File: config.mk
export PLATFORM = sky130hd
export DESIGN_NAME = cmp_sar_search
export DESIGN_NICKNAME = d
export VERILOG_FILES = /design/src/rtl/cmp_sar_search.sv
export SDC_FILE = /design/constraint.sdc
export NUM_CORES = 1
export LEC_CHECK = 0
export CAP_MARGIN = 10
export CORE_MARGIN = 2
export CORE_UTILIZATION = 40
export DETAILED_ROUTE_END_ITERATION = 10
export PLACE_DENSITY = 0.67
export SETUP_SLACK_MARGIN = 0.15
export SYNTH_ARGS = -nofsm -noshare
export SYNTH_HDL_FRONTEND = slang
export SYNTH_SLANG_ARGS = --single-unit
File: constraint.sdc
create_clock -name clk -period 1.9 [get_ports clk]
set_input_delay 0.19 -clock clk [delete_from_list [all_inputs] [get_ports clk]]
set_output_delay 0.19 -clock clk [all_outputs]
set_load 0.005 [all_outputs]
File: src/rtl/cmp_sar_search.sv
// -----------------------------------------------------------------------------
// cmp_sar_search
//
// Successive-approximation search engine that sits on the initiator side of
// the 32-bit ALU magnitude comparator. The comparator is wired as
// a = target (hidden operand), b = cand_o. One candidate is driven per clock.
// The Gr/Lt/Eq answer comes back combinationally and is consumed in the same
// cycle. The engine converges on the target in at most 32 probes.
//
// Ports
//   clk         : system clock, rising edge
//   rst_n       : asynchronous active-low reset
//   start_i     : request a search (sampled only while idle)
//   sign_i      : 1 = signed (two's complement) search, 0 = unsigned; latched on start
//   cand_o      : candidate operand to comparator input b
//   cmp_sign_o  : comparator sign-mode input (latched sign)
//   cmp_gr_i    : comparator says target >  cand_o
//   cmp_lt_i    : comparator says target <  cand_o
//   cmp_eq_i    : comparator says target == cand_o
//   busy_o      : high while probing
//   done_o      : one-cycle completion pulse
//   result_o    : found value, held until the next search completes
//   err_o       : comparator gave an invalid (not one-hot) answer
//   probes_o    : number of probes used by the last search (1..32)
// -----------------------------------------------------------------------------
module cmp_sar_search (
    input  logic        clk,
    input  logic        rst_n,
    input  logic        start_i,
    input  logic        sign_i,
    output logic [31:0] cand_o,
    output logic        cmp_sign_o,
    input  logic        cmp_gr_i,
    input  logic        cmp_lt_i,
    input  logic        cmp_eq_i,
    output logic        busy_o,
    output logic        done_o,
    output logic [31:0] result_o,
    output logic        err_o,
    output logic [5:0]  probes_o
);

    typedef enum logic [1:0] {
        IDLE  = 2'd0,
        PROBE = 2'd1,
        DONE  = 2'd2
    } state_t;

    state_t      state_reg,  state_next;
    logic [31:0] off_reg,    off_next;     // partial result, offset-binary
    logic [4:0]  k_reg,      k_next;       // bit currently being resolved
    logic        sign_reg,   sign_next;
    logic [5:0]  count_reg,  count_next;   // probes issued so far in this search
    logic [31:0] cand_reg,   cand_next;    // last candidate, held outside PROBE
    logic [31:0] result_reg, result_next;
    logic        err_reg,    err_next;
    logic [5:0]  probes_reg, probes_next;

    // Offset-binary trick: flipping the MSB maps the signed range
    // 8000_0000..7FFF_FFFF monotonically onto 0000_0000..FFFF_FFFF. The same
    // unsigned bisection then works for both modes.
    logic [31:0] smask;
    logic [31:0] probe_bit;
    logic [31:0] off_raised;
    logic [31:0] cand_probe;
    logic        resp_valid;

    assign smask      = sign_reg ? 32'h8000_0000 : 32'h0000_0000;
    assign probe_bit  = 32'h0000_0001 << k_reg;
    assign off_raised = off_reg | probe_bit;
    assign cand_probe = off_raised ^ smask;

    // Exactly one of the three comparator flags must be set.
    always_comb begin
        resp_valid = 1'b0;
        case ({cmp_gr_i, cmp_lt_i, cmp_eq_i})
            3'b100, 3'b010, 3'b001: resp_valid = 1'b1;
            default:                resp_valid = 1'b0;
        endcase
    end

    // ------------------------------------------------------------------
    // Next-state and datapath logic
    // ------------------------------------------------------------------
    always_comb begin
        state_next  = state_reg;
        off_next    = off_reg;
        k_next      = k_reg;
        sign_next   = sign_reg;
        count_next  = count_reg;
        cand_next   = cand_reg;
        result_next = result_reg;
        err_next    = err_reg;
        probes_next = probes_reg;

        case (state_reg)
            IDLE: begin
                if (start_i) begin
                    sign_next  = sign_i;
                    off_next   = 32'h0000_0000;
                    k_next     = 5'd31;
                    count_next = 6'd0;
                    state_next = PROBE;
                end
            end

            PROBE: begin
                cand_next  = cand_probe;
                count_next = count_reg + 6'd1;
                if (!resp_valid) begin
                    err_next    = 1'b1;
                    result_next = 32'h0000_0000;
                    probes_next = count_reg + 6'd1;
                    state_next  = DONE;
                end else if (cmp_eq_i) begin
                    // Exact hit: no need to resolve the remaining bits.
                    err_next    = 1'b0;
                    result_next = cand_probe;
                    probes_next = count_reg + 6'd1;
                    state_next  = DONE;
                end else begin
                    // Target above the candidate keeps the trial bit.
                    if (cmp_gr_i) begin
                        off_next = off_raised;
                    end
                    if (k_reg == 5'd0) begin
                        err_next    = 1'b0;
                        result_next = (cmp_gr_i ? off_raised : off_reg) ^ smask;
                        probes_next = count_reg + 6'd1;
                        state_next  = DONE;
                    end else begin
                        k_next = k_reg - 5'd1;
                    end
                end
            end

            DONE: begin
                state_next = IDLE;
            end

            default: begin
                state_next = IDLE;
            end
        endcase
    end

    // ------------------------------------------------------------------
    // State registers
    // ------------------------------------------------------------------
    always_ff @(posedge clk or negedge rst_n) begin
        if (!rst_n) begin
            state_reg  <= IDLE;
            off_reg    <= 32'h0000_0000;
            k_reg      <= 5'd0;
            sign_reg   <= 1'b0;
            count_reg  <= 6'd0;
            cand_reg   <= 32'h0000_0000;
            result_reg <= 32'h0000_0000;
            err_reg    <= 1'b0;
            probes_reg <= 6'd0;
        end else begin
            state_reg  <= state_next;
            off_reg    <= off_next;
            k_reg      <= k_next;
            sign_reg   <= sign_next;
            count_reg  <= count_next;
            cand_reg   <= cand_next;
            result_reg <= result_next;
            err_reg    <= err_next;
            probes_reg <= probes_next;
        end
    end

    // ------------------------------------------------------------------
    // Outputs
    // ------------------------------------------------------------------
    // The candidate is live-combinational while probing (so the comparator
    // answer arrives in the same cycle). Otherwise the last candidate is held.
    assign cand_o     = (state_reg == PROBE) ? cand_probe : cand_reg;
    assign cmp_sign_o = sign_reg;
    assign busy_o     = (state_reg == PROBE);
    assign done_o     = (state_reg == DONE);
    assign result_o   = result_reg;
    assign err_o      = err_reg;
    assign probes_o   = probes_reg;

endmodule

==> results of run 1 <==
-- routing by layer --
| metal | global-route usage [%] | vias to the layer above | share of wire [%] |
|---|---|---|---|
| met5 | 0 | - | 0 |
| met4 | 9.333 | 0 | 5.0 |
| met3 | 6.952 | 80 | 6.8 |
| met2 | 40.65 | 290 | 49 |
| met1 | 31.86 | 2647 | 39 |
| li1 | - | 2191 | - |
-- cell type report --
cell class              instances  area, um2
well taps                     172      215.2
multi-input cells             326       2958
flip-flops and latches        117       2932
inverters                      10      45.04
clock inverters                 8      142.6
repair buffers                242       2251
fillers                       779       3513
clock buffers                  24      511.7
-- what timing repair did --
action	4_1_cts	5_1_grt
hold endpoints to repair	35	0
cloned	2	7
setup endpoints to repair	76	109
pin swaps	39	70
resized for setup	215	188
hold buffers	1	0
buffers inserted	43	35
-- worst reg2reg max path, delay by kind of cell (launching register included) --
family	cells	cell delay, ns
AO/OA/AOI/OAI	2	0.27
adder cells (fa/ha/maj)	1	0.17
buffers and inverters	9	1.09
flip-flops	1	0.44
AND/OR/NAND/NOR	2	0.20
-- synthesized netlist by cell type (3+ instances only) --
master / instances
a21boi_1: 3
a21o_1: 30
a21oi_1: 18
a22o_1: 3
a31oi_1: 31
buf_1: 4
buf_2: 11
clkbuf_1: 23
dfrtp_1: 117
ha_1: 7
inv_1: 9
mux2i_1: 4
nand2_1: 45
nand2b_1: 4
nand3_1: 3
nor2_1: 59
nor2b_1: 10
nor3_1: 3
o21ai_0: 27
o21ai_1: 3
o22a_1: 27
o31ai_1: 16
or2_2: 3
xor2_1: 5
-- logic make-up (layout without fill, tap and decap cells) --
logic type / after synthesis / count (layout) / share of synthesized area (%)
AO/OA/AOI/OAI: 169 / 169 / 23.01
AND/OR/NAND/NOR: 138 / 138 / 12.05
flip-flops: 117 / 117 / 57.10
buffers and inverters: 49 / 284 / 3.928
adder cells (fa/ha/maj): 7 / 7 / 1.708
XOR/XNOR: 7 / 7 / 1.196
multiplexers: 5 / 5 / 1.001
-- final timing paths --
path                            cells past startpoint    startpoint  slack (ns)           end
worst min-delay path                                2         rst_n        0.20  result_o[25]
max in group asynchronous                           3         rst_n        0.95  cand_reg[13]
min in group clk                                    2        sign_i        0.40    cmp_sign_o
worst max register to register                     14      k_reg[0]       -0.41   off_reg[18]
worst max-delay path                                9      k_reg[0]       -0.44    cand_o[30]
worst min register to register                      1  cand_reg[14]        0.46  cand_reg[14]
-- through the flow --
step / TNS (ns) / utilization, % / area, um2 / power, mW / instances
2_1_floorplan: 0 / - / 5141 / 5.508 / 492
3_3_place_gp: -4.806 / 52.66 / 6619 / 7.452 / 779
3_5_place_dp: -5.737 / 52.66 / 6619 / 7.547 / 779
4_1_cts: -8.387 / 64.35 / 8088 / 11.60 / 857
5_1_grt: -17.29 / 72.05 / 9055 / 13.42 / 899
6_report: -14.43 / 72.05 / 9055 / 12.95 / 899
-- layout by cell type (no fill, tap or decap), types with 17 or more instances in the layout --
cell type	netlist	layout
a21o_1	30	30
dfrtp_1	117	114
clkbuf_16	0	20
nand2_2	0	19
buf_6	0	35
o22a_1	27	27
buf_4	1	105
buf_2	11	19
nor2_1	59	36
nor2_2	1	18
clkdlybuf4s50_1	0	45
nand2_1	45	17
-- power groups by stage --
stage                     clock [mW]  combinational, mW  sequential (mW)
final                           3.58               5.21             4.16
after global routing            3.69               5.50             4.23
after CTS                       3.55               4.07             3.98
after detailed placement           0               3.64             3.90
after global placement             0               3.58             3.87
after floorplan                    0               1.69             3.81
==> out/metrics.sh, run 1 <==
OUTCOME='complete, but fails checks'
VIOLATIONS='setup timing'
POST_SYNTH_INSTANCE_AREA_UM2=5127
CLKTRANSATPATHREGS_NS=0.06
CTS.HTREE.LEVELS=4
YS_ASYNC_SR_FRACTION_PCT=100.0
CTSROOTBUFFERMASTER='clkbuf_16'
REPORT.FINAL.HOLD_VIOL_COUNT=0
PLACE_CONGESTION=0.8468
FLOORPLAN.DIE.WIDTH_UM=117.2
TOTAL_SWITCHING_POWER_mW=4.429
WL_PER_CELL_UM=23.17
PWR-SHARE-CLK_PCT=27.7
DRC=0
CRITPATHBUFINV=5
SEQ_POWER_SHARE_PCT=32.1
TOTAL_OF_FLIP_FLOPS_PLUS_LATCHES_AFTER_SYNTHESIS=117
FINAL_CRITICAL_PATH_SETUP_SLACK_NS=-0.4402
TOP_LEVEL_PORTS=81
TIMING.MAX_SLEW.REL_SLACK_PCT=67.79
INSERTION_DELAY_NS=0.43
CTS-BUFFERS-INSERTED=17
IO_BUFFERS=80
TRACK_USAGE_PCT=24.96
TRITONCTS_CLOCK_TREE='built'
CPLARGESTDELAYFAMILY='buffers and inverters'
SYNTH_LARGEST_AREA_CELL='dfrtp_1'
STATIC-LEAKAGE-POWER_nW=4.320
TIMING.CRITICAL_PATH.SLOWEST_STAGE_CELL='dfrtp_1'
DIE_HEIGHT_UM=117.2
SYNTHESIZED_NETS=506
SLOWEST_DELAY_NS=0.44
WIRE_LENGTH_OF_THE_FIRST_GLOBAL_ROUTING_PASS_UM=25590
ROWS=41
DRV_CAP=0
LAYOUT.NETS=728
WORSTPATHREQUIRED_NS=1.71
CP_COMMON_CELL='buf_6'
SYN_AREA_PER_CELL_UM2=10.42
YS_DOMINANT_REG_CELL='dfrtp_1'
EFFECTIVE_UTILIZATION_AT_FLOORPLAN_PCT=40.80
FMAX_MHz=427.3
SYNTH-EDFF-COUNT=0
NETLIST-CELL-TYPE-COUNT=47
FINAL.HOLD.WORST_SLACK_NS=0.1983
ANTENNA_FOUND_INITIAL=0
SYNTH_TOP_AREA_SHARE_PCT=57.10
VIA_COUNT_OF_THE_FIRST_GLOBAL_ROUTING_PASS=4868
DRT-INITIAL-DRC-COUNT=600
SLEW_VIOL_FINAL=0
TIGHTESTPINTRANSITION_NS=0.4822
DRT-VIAS-PER-INSTANCE=5.793
WORSTSETUPSTARTPOINTTYPE='register'
TIMING.CRITICAL_PATH.CELLS='inv_2 > buf_6 > ha_4 > buf_6 > buf_6 > a31oi_4 > nor2_2 > a21o_1 > buf_2'
GRT_REMAINING_OVERFLOW=0
DRTPASS1ITERATIONS=6
CLOCK_TREE.BUFFER_DEPTH=2
FP.DIEAREA_UM2=13740
POST_SYNTH_INST_COUNT=492
CORE_UM2=12570
POWER.SWITCHING_FRACTION_PCT=34.20
FINAL.PERIOD_UTILIZATION_PCT=123.2
FIN_CRIT_NS=2.340
PIN_COUNT_OF_THE_BIGGEST_NET_ENTERING_GLOBAL_ROUTING=67
CLKSINKCOUNT=117
MAX-VDD-IR-DROP_mV=0.9270
CRITPATHMAXFANOUT=4
SYNTHTOPCELLSBYAREA='dfrtp_1, o22a_1, a21o_1'
NUM_ANTENNA_CELLS=0
WORST_CLOCK_SKEW_NS=0.01069
ANT_NETS=0
WORST_SETUP_PATH_CATEGORY='register to primary output'
YOSYSSEQAREASHARE_PCT=57.10
FLOW.AREA_GROWTH_FROM_SYNTHESIS_PCT=76.60
PRE_CTS_SLACK_NS=-0.2395
ROUTED-VIA-COUNT=5208
PWR-SHARE-COMB_PCT=40.3
RSZ0062_AT_GRT='true'
DETAILED_PLACE_HPWL_UM=9418
DETAIL_ROUTE.WIRELENGTH_UM=20830
FINAL_LAYOUT_SIZE_SUFFIX_GT1_SHARE_PCT=51.31
HOLD_CLASS='primary input to asynchronous set/reset pin'
WORSTSETUPENDPOINTTYPE='primary output'
FINAL-SETUP-VIOL-COUNT=74
WORSTPATHARRIVAL_NS=2.15
POWER-PER-CELL-AREA_nW_PER_UM2=1431
POWER_REPORT.INTERNAL_TOTAL_mW=8.524
SYNTH_WARNINGS=0
Power figures use the tool's default switching activity.
==> run 2: changes to the inputs <==
Settings changed: ABC_CLOCK_PERIOD_IN_PS from default to 1900, MAX_ROUTING_LAYER from default to met4, REMOVE_ABC_BUFFERS from default to 1.
==> out/metrics.sh, run 2 (same netlist as run 1, synthesis figures left out) <==
CRITICAL_PATH.ENDPOINT='cand_o[9]'
PWR-SHARE-CLK_PCT=24.4  # -3.3 points
SLEW_VIOL_FINAL=0  # unchanged
TIMING.RR.START='k_reg[0]'
FLOW.AREA_GROWTH_FROM_SYNTHESIS_PCT=91.07
WORSTSETUPENDPOINTTYPE='primary output'
TIMING.CRITICAL_PATH.SLOWEST_STAGE_CELL='dfrtp_1'
FINAL_CRITICAL_PATH_SETUP_SLACK_NS=-0.2977  # +0.1425 ns
ANT_NETS=0  # unchanged
MOSTFREQUENTLAYOUTCELL='buf_4'
SLOWEST_DELAY_NS=0.42  # -0.02 ns
DRT-VIAS-PER-INSTANCE=6.074  # +4.9%
DRC=0  # unchanged
VIA_COUNT_OF_THE_FIRST_GLOBAL_ROUTING_PASS=5509  # +13%
IO_BUFFERS=80  # unchanged
TIGHTESTPINTRANSITION_NS=0.6109  # +0.1287 ns
TIMING.MAX_SLEW.REL_SLACK_PCT=59.12  # -8.7 points
PRE_CTS_SLACK_NS=-0.5289  # -0.2894 ns
TRITONCTS_CLOCK_TREE='built'
LAYOUT.CORE_UTILIZATION_PCT=77.95  # +5.9 points
OUTCOME='complete, but fails checks'
CLKSINKCOUNT=117  # unchanged
CLOCK_TREE.BUFFER_DEPTH=2  # unchanged
MAX-VDD-IR-DROP_mV=0.8796  # -5.1%
TIMING.CRITICAL_PATH.CELLS='buf_6 > ha_4 > nor2b_4 > buf_6 > a21oi_2 > nor2_1 > a21o_1 > buf_2'
GRT_REMAINING_OVERFLOW=0  # unchanged
DETAIL_ROUTE.WIRELENGTH_UM=24670  # +18%
FMAX_MHz=455.0  # +6.5%
WIRE_LENGTH_OF_THE_FIRST_GLOBAL_ROUTING_PASS_UM=30170  # +18%
CTS.HTREE.LEVELS=4  # unchanged
CLKTRANSATPATHREGS_NS=0.06  # about the same
TOP_LEVEL_PORTS=81  # unchanged
WL_PER_CELL_UM=25.75  # +11%
REPORT.FINAL.HOLD_VIOL_COUNT=0  # unchanged
WORST_CLOCK_SKEW_NS=0.009540  # -0.001150 ns
NUM_ANTENNA_CELLS=0  # unchanged
PLACEDCELLCOUNT=784  # +0.64%
EFFECTIVE_UTILIZATION_AT_FLOORPLAN_PCT=40.80  # unchanged
FLOORPLAN.DIE.WIDTH_UM=117.2  # unchanged
DRV_CAP=0  # unchanged
PWR-SHARE-COMB_PCT=45.0  # +4.7 points
PLACE_CONGESTION=0.8336  # -1.6%
FP.DIEAREA_UM2=13740  # unchanged
VIOLATIONS='setup timing'
CORE_UM2=12570  # unchanged
CP_COMMON_CELL='buf_6'
POWER-PER-CELL-AREA_nW_PER_UM2=1421  # -0.68%
CTS-BUFFERS-INSERTED=17  # unchanged
REG2REG_TO='off_reg[1]'
LAYOUT.NETS=787  # +8.1%
ROUTED-VIA-COUNT=5819  # +12%
SETUP.REG_TO_REG.WORST_SLACK_NS=-0.24  # +0.17 ns
WORSTREGTOREGCELLS=13  # -1
TRACK_USAGE_PCT=30.55  # +5.6 points
INSERTION_DELAY_NS=0.43  # about the same
DETAILED_PLACE_HPWL_UM=8840  # -6.1%
WORST_SETUP_PATH_CATEGORY='register to primary output'
WORST_SETUP_PATH_STARTPOINT='k_reg[0]'
POWER.SWITCHING_FRACTION_PCT=36.26  # +2.1 points
DRTPASS1ITERATIONS=5  # -1
WORSTSETUPSTARTPOINTTYPE='register'
FINAL_LAYOUT_SIZE_SUFFIX_GT1_SHARE_PCT=58.52  # +7.2 points
FINAL_CELL_COUNT_NO_FILL=958  # +6.6%
CTSROOTBUFFERMASTER='clkbuf_16'
ANTENNA_FOUND_INITIAL=0  # unchanged
WORSTPATHREQUIRED_NS=1.71  # about the same
TOTAL_NEGATIVE_SETUP_SLACK_NS=-13.71  # +0.7166 ns
DRT-INITIAL-DRC-COUNT=648  # +8.0%
FIN_CRIT_NS=2.198  # -0.1425 ns
STATIC-LEAKAGE-POWER_nW=4.748  # +9.9%
FINAL.PERIOD_UTILIZATION_PCT=115.7  # -7.5 points
LAYOUT_COMMON_CELLS='buf_4, dfrtp_1, buf_6'
ROWS=41  # unchanged
TOTAL_SWITCHING_POWER_mW=5.048  # +14%
WORSTPATHARRIVAL_NS=2.01  # -0.14 ns
POWER_REPORT.INTERNAL_TOTAL_mW=8.873  # +4.1%
FINAL-SETUP-VIOL-COUNT=85  # +15%
PIN_COUNT_OF_THE_BIGGEST_NET_ENTERING_GLOBAL_ROUTING=39  # -42%
CRITPATHMAXFANOUT=4  # unchanged
SEQ_POWER_SHARE_PCT=30.6  # -1.5 points
RSZ0062_AT_GRT='true'
DIE_HEIGHT_UM=117.2  # unchanged
FINAL.HOLD.WORST_SLACK_NS=0.2108  # +0.01246 ns
HOLD_CLASS='primary input to asynchronous set/reset pin'
-- run 2: cell count changes in the layout (fill, tap and decap cells not counted), sizes merged --
| cell | change |
|---|---|
| clkdlybuf4s15 | -3 |
| clkbuf | -8 |
| dlygate4sd2 | -3 |
| nor2 | +1 |
| buf | +71 |
| clkinvlp | +1 |
| clkinv | +1 |
| bufinv | -1 |
-- run 2: critical path, delay by kind of cell (launching register included) --
family                   cells  cell delay, ns
flip-flops                   1            0.42
buffers and inverters        3            0.40
AO/OA/AOI/OAI                2            0.36
AND/OR/NAND/NOR              2            0.23
adder cells (fa/ha/maj)      1            0.16
-- run 2: layer usage --
metal | vias to the layer above | share of wire (%) | GRT usage (%)
li1 | 2316 | - | -
met1 | 2876 | 37 | 36.03
met2 | 465 | 47 | 48.54
met3 | 162 | 9.1 | 7.106
met4 | 0 | 6.7 | 16.55
met5 | - | 0 | -
-- run 2: power groups by stage --
stage / Sequential (mW) / Clock (mW) / Combinational [mW]
3_3_place_gp: 3.85 / 0 / 3.64
3_5_place_dp: 3.90 / 0 / 3.73
2_1_floorplan: 3.82 / 0 / 1.61
5_1_grt: 4.31 / 3.50 / 6.56
4_1_cts: 4.01 / 3.31 / 4.93
6_report: 4.26 / 3.39 / 6.26
-- run 2: what timing repair did --
action,in CTS,in global routing
hold buffers,1,0
gates cloned,9,2
gates resized for setup,390,100
endpoints found under the hold margin,92,0
pin swaps,93,56
setup buffers,80,50
endpoints found under the setup margin,102,113
-- run 2: final cells by class --
class	instances	area, um2
multi-input cells	327	3183
flip-flops and latches	117	2932
repair buffers	300	2819
fillers	658	2771
clock buffers	23	478.0
well taps	172	215.2
clock inverters	9	125.1
inverters	10	45.04
-- run 2: worst min path at each step --
stage | to | slack (ns)
4_1_cts | count_reg[0] | 0.20
3_3_place_gp | probes_o[0] | 0.10
6_report | count_reg[0] | 0.21
5_1_grt | count_reg[0] | 0.24
2_1_floorplan | cand_reg[0] | -0.11
3_5_place_dp | probes_o[0] | 0.11
-- run 2: stage by stage --
stage / cell area [um2] / total power [mW]
after global routing: 9797 / 14.37
after detailed placement: 6665 / 7.626
after floorplan: 4964 / 5.435
after CTS: 8969 / 12.24
after global placement: 6665 / 7.490
final: 9797 / 13.92
==> run 3: changes to the inputs <==
Settings changed: ABC_CLOCK_PERIOD_IN_PS 1900 to 2700, PLACE_DENSITY 0.67 to 0.64.
Clock period 1.9 ns to 2.7 ns, I/O delays scaled along.
==> out/metrics.sh, run 3 (same netlist as run 1, synthesis figures left out) <==
PRE_CTS_SLACK_NS=0.3258  # +0.8547 ns
WORSTSETUPENDPOINTTYPE='primary output'
POWER-PER-CELL-AREA_nW_PER_UM2=1048  # -26%
CLKSINKCOUNT=117  # unchanged
CLKTRANSATPATHREGS_NS=0.05  # about the same
DETAIL_ROUTE.WIRELENGTH_UM=13220  # -46%
TRACK_USAGE_PCT=20.61  # -9.9 points
CTS.HTREE.LEVELS=4  # unchanged
ROWS=41  # unchanged
FINAL.PERIOD_UTILIZATION_PCT=94.41
FLOW.AREA_GROWTH_FROM_SYNTHESIS_PCT=39.51
FINAL-SETUP-VIOL-COUNT=0  # -100%
INSERTION_DELAY_NS=0.41  # -0.02 ns
DRC=0  # unchanged
SLEW_VIOL_FINAL=0  # unchanged
NUM_ANTENNA_CELLS=0  # unchanged
STATIC-LEAKAGE-POWER_nW=3.372  # -29%
DRV_CAP=0  # unchanged
WORSTPATHARRIVAL_NS=2.28  # +0.27 ns
FINAL.HOLD.WORST_SLACK_NS=0.4708  # +0.2601 ns
MAX-VDD-IR-DROP_mV=0.5397  # -39%
WIRE_LENGTH_OF_THE_FIRST_GLOBAL_ROUTING_PASS_UM=20780  # -31%
FINAL_CRITICAL_PATH_SETUP_SLACK_NS=0.1510  # +0.4487 ns
CLOCK_TREE.BUFFER_DEPTH=2  # unchanged
TRITONCTS_CLOCK_TREE='built'
WORST_SETUP_PATH_CATEGORY='register to primary output'
HOLD_CLASS='register to register'
CRITPATHMAXFANOUT=4  # unchanged
WL_PER_CELL_UM=16.91  # -34%
LAYOUT.NETS=615  # -22%
TIMING.MAX_SLEW.REL_SLACK_PCT=45.64  # -13 points
FLOORPLAN.DIE.WIDTH_UM=117.2  # unchanged
ROUTED-VIA-COUNT=4178  # -28%
ANT_NETS=0  # unchanged
OUTCOME='finished, final reports clean'
WORSTSETUPSTARTPOINTTYPE='register'
PLACEDCELLCOUNT=730  # -6.9%
FIN_CRIT_NS=2.549
WORST_CLOCK_SKEW_NS=0.006103  # -0.003437 ns
LAYOUT_COMMON_CELLS='dfrtp_1, clkdlybuf4s50_1, nor2_1'
PIN_COUNT_OF_THE_BIGGEST_NET_ENTERING_GLOBAL_ROUTING=63  # +62%
MOSTFREQUENTLAYOUTCELL='dfrtp_1'
RSZ0062_AT_GRT='true'
IO_BUFFERS=80  # unchanged
TOP_LEVEL_PORTS=81  # unchanged
FMAX_MHz=392.3
WORSTPATHREQUIRED_NS=2.43  # +0.72 ns
EFFECTIVE_UTILIZATION_AT_FLOORPLAN_PCT=40.80  # unchanged
CORE_UM2=12570  # unchanged
TIGHTESTPINTRANSITION_NS=0.8153  # +0.2044 ns
PLACE_CONGESTION=0.7920  # -5.0%
DRT-VIAS-PER-INSTANCE=5.343  # -12%
FP.DIEAREA_UM2=13740  # unchanged
ANTENNA_FOUND_INITIAL=0  # unchanged
CTS-BUFFERS-INSERTED=17  # unchanged
REPORT.FINAL.HOLD_VIOL_COUNT=0  # unchanged
DIE_HEIGHT_UM=117.2  # unchanged
FINAL_CELL_COUNT_NO_FILL=782  # -18%
GRT_REMAINING_OVERFLOW=0  # unchanged
CTSROOTBUFFERMASTER='clkbuf_16'
DRTPASS1ITERATIONS=4  # -1
VIA_COUNT_OF_THE_FIRST_GLOBAL_ROUTING_PASS=4086  # -26%
DRT-INITIAL-DRC-COUNT=348  # -46%
FINAL_LAYOUT_SIZE_SUFFIX_GT1_SHARE_PCT=20.16  # -38 points
DETAILED_PLACE_HPWL_UM=8355  # -5.5%
## run 3: cell types whose count changed in the layout (fill, tap and decap cells not counted), sizes merged
cell / before / now
clkdlybuf4s50: 45 / 76
dlymetal6s2s: 0 / 3
clkinv: 4 / 2
bufinv: 3 / 2
clkinvlp: 2 / 0
clkbuf: 28 / 25
nor2: 61 / 60
buf: 249 / 48
## run 3: final timing paths
kind | to | slack [ns] | start | cells past startpoint
worst max-delay path | cand_o[0] | 0.15 | k_reg[1] | 8
worst min-delay path | cand_reg[25] | 0.47 | cand_reg[25] | 1
worst max register to register | result_o[29] | 0.60 | k_reg[1] | 7
worst min register to register | cand_reg[25] | 0.47 | cand_reg[25] | 1
max in group asynchronous | off_reg[3] | 1.42 | rst_n | 3
min in group asynchronous | probes_o[2] | 0.51 | rst_n | 2
## run 3: layout make-up
| class | count | area, um2 |
|---|---|---|
| clock buffers | 24 | 511.7 |
| well taps | 172 | 215.2 |
| clock inverters | 4 | 70.07 |
| inverters | 10 | 40.04 |
| multi-input cells | 326 | 2168 |
| flip-flops and latches | 117 | 2934 |
| fillers | 1078 | 5415 |
| repair buffers | 129 | 1214 |
## run 3: what timing repair did
action / CTS / global route
setup endpoints to repair: 32 / 32
hold buffers: 1 / 0
buffers inserted: 8 / 15
pin swaps: 0 / 8
resized for setup: 21 / 24
endpoints found under the hold margin: 60 / 0
## run 3: critical path, stage by stage, from the launching register on
cell and delay [ns]:
dfrtp_2 0.45, inv_4 0.09, ha_4 0.17, ha_4 0.17
nor3b_2 0.19, nor2_1 0.07, nor2_2 0.10, a21o_1 0.11
clkdlybuf4s50_1 0.51
## run 3: routing by layer
metal / wire, um / GRT usage, % / up-vias
met3: 630 / 4.737 / 12
met1: 6173 / 27.65 / 2107
met2: 6257 / 30.84 / 100
met5: 0 / - / -
li1: - / - / 1959
met4: 161 / 7.294 / 0
## run 3: metrics by stage
| step | TNS (ns) | area [um2] | utilization (%) | total power, mW |
|---|---|---|---|---|
| 4_1_cts | 0 | 6963 | 55.40 | 7.480 |
| 5_1_grt | 0 | 7153 | 56.91 | 7.941 |
| 6_report | 0 | 7153 | 56.91 | 7.499 |
| 3_3_place_gp | 0 | 6222 | 49.51 | 5.106 |
| 3_5_place_dp | 0 | 6222 | 49.51 | 5.171 |
| 2_1_floorplan | -13.40 | 4964 | - | 3.825 |
## run 3: power by group
group / switching (mW) / total, mW / internal (mW)
logic: 1.10 / 2.53 / 1.44
clock network: 0.736 / 2.21 / 1.48
registers: 0.382 / 2.75 / 2.37
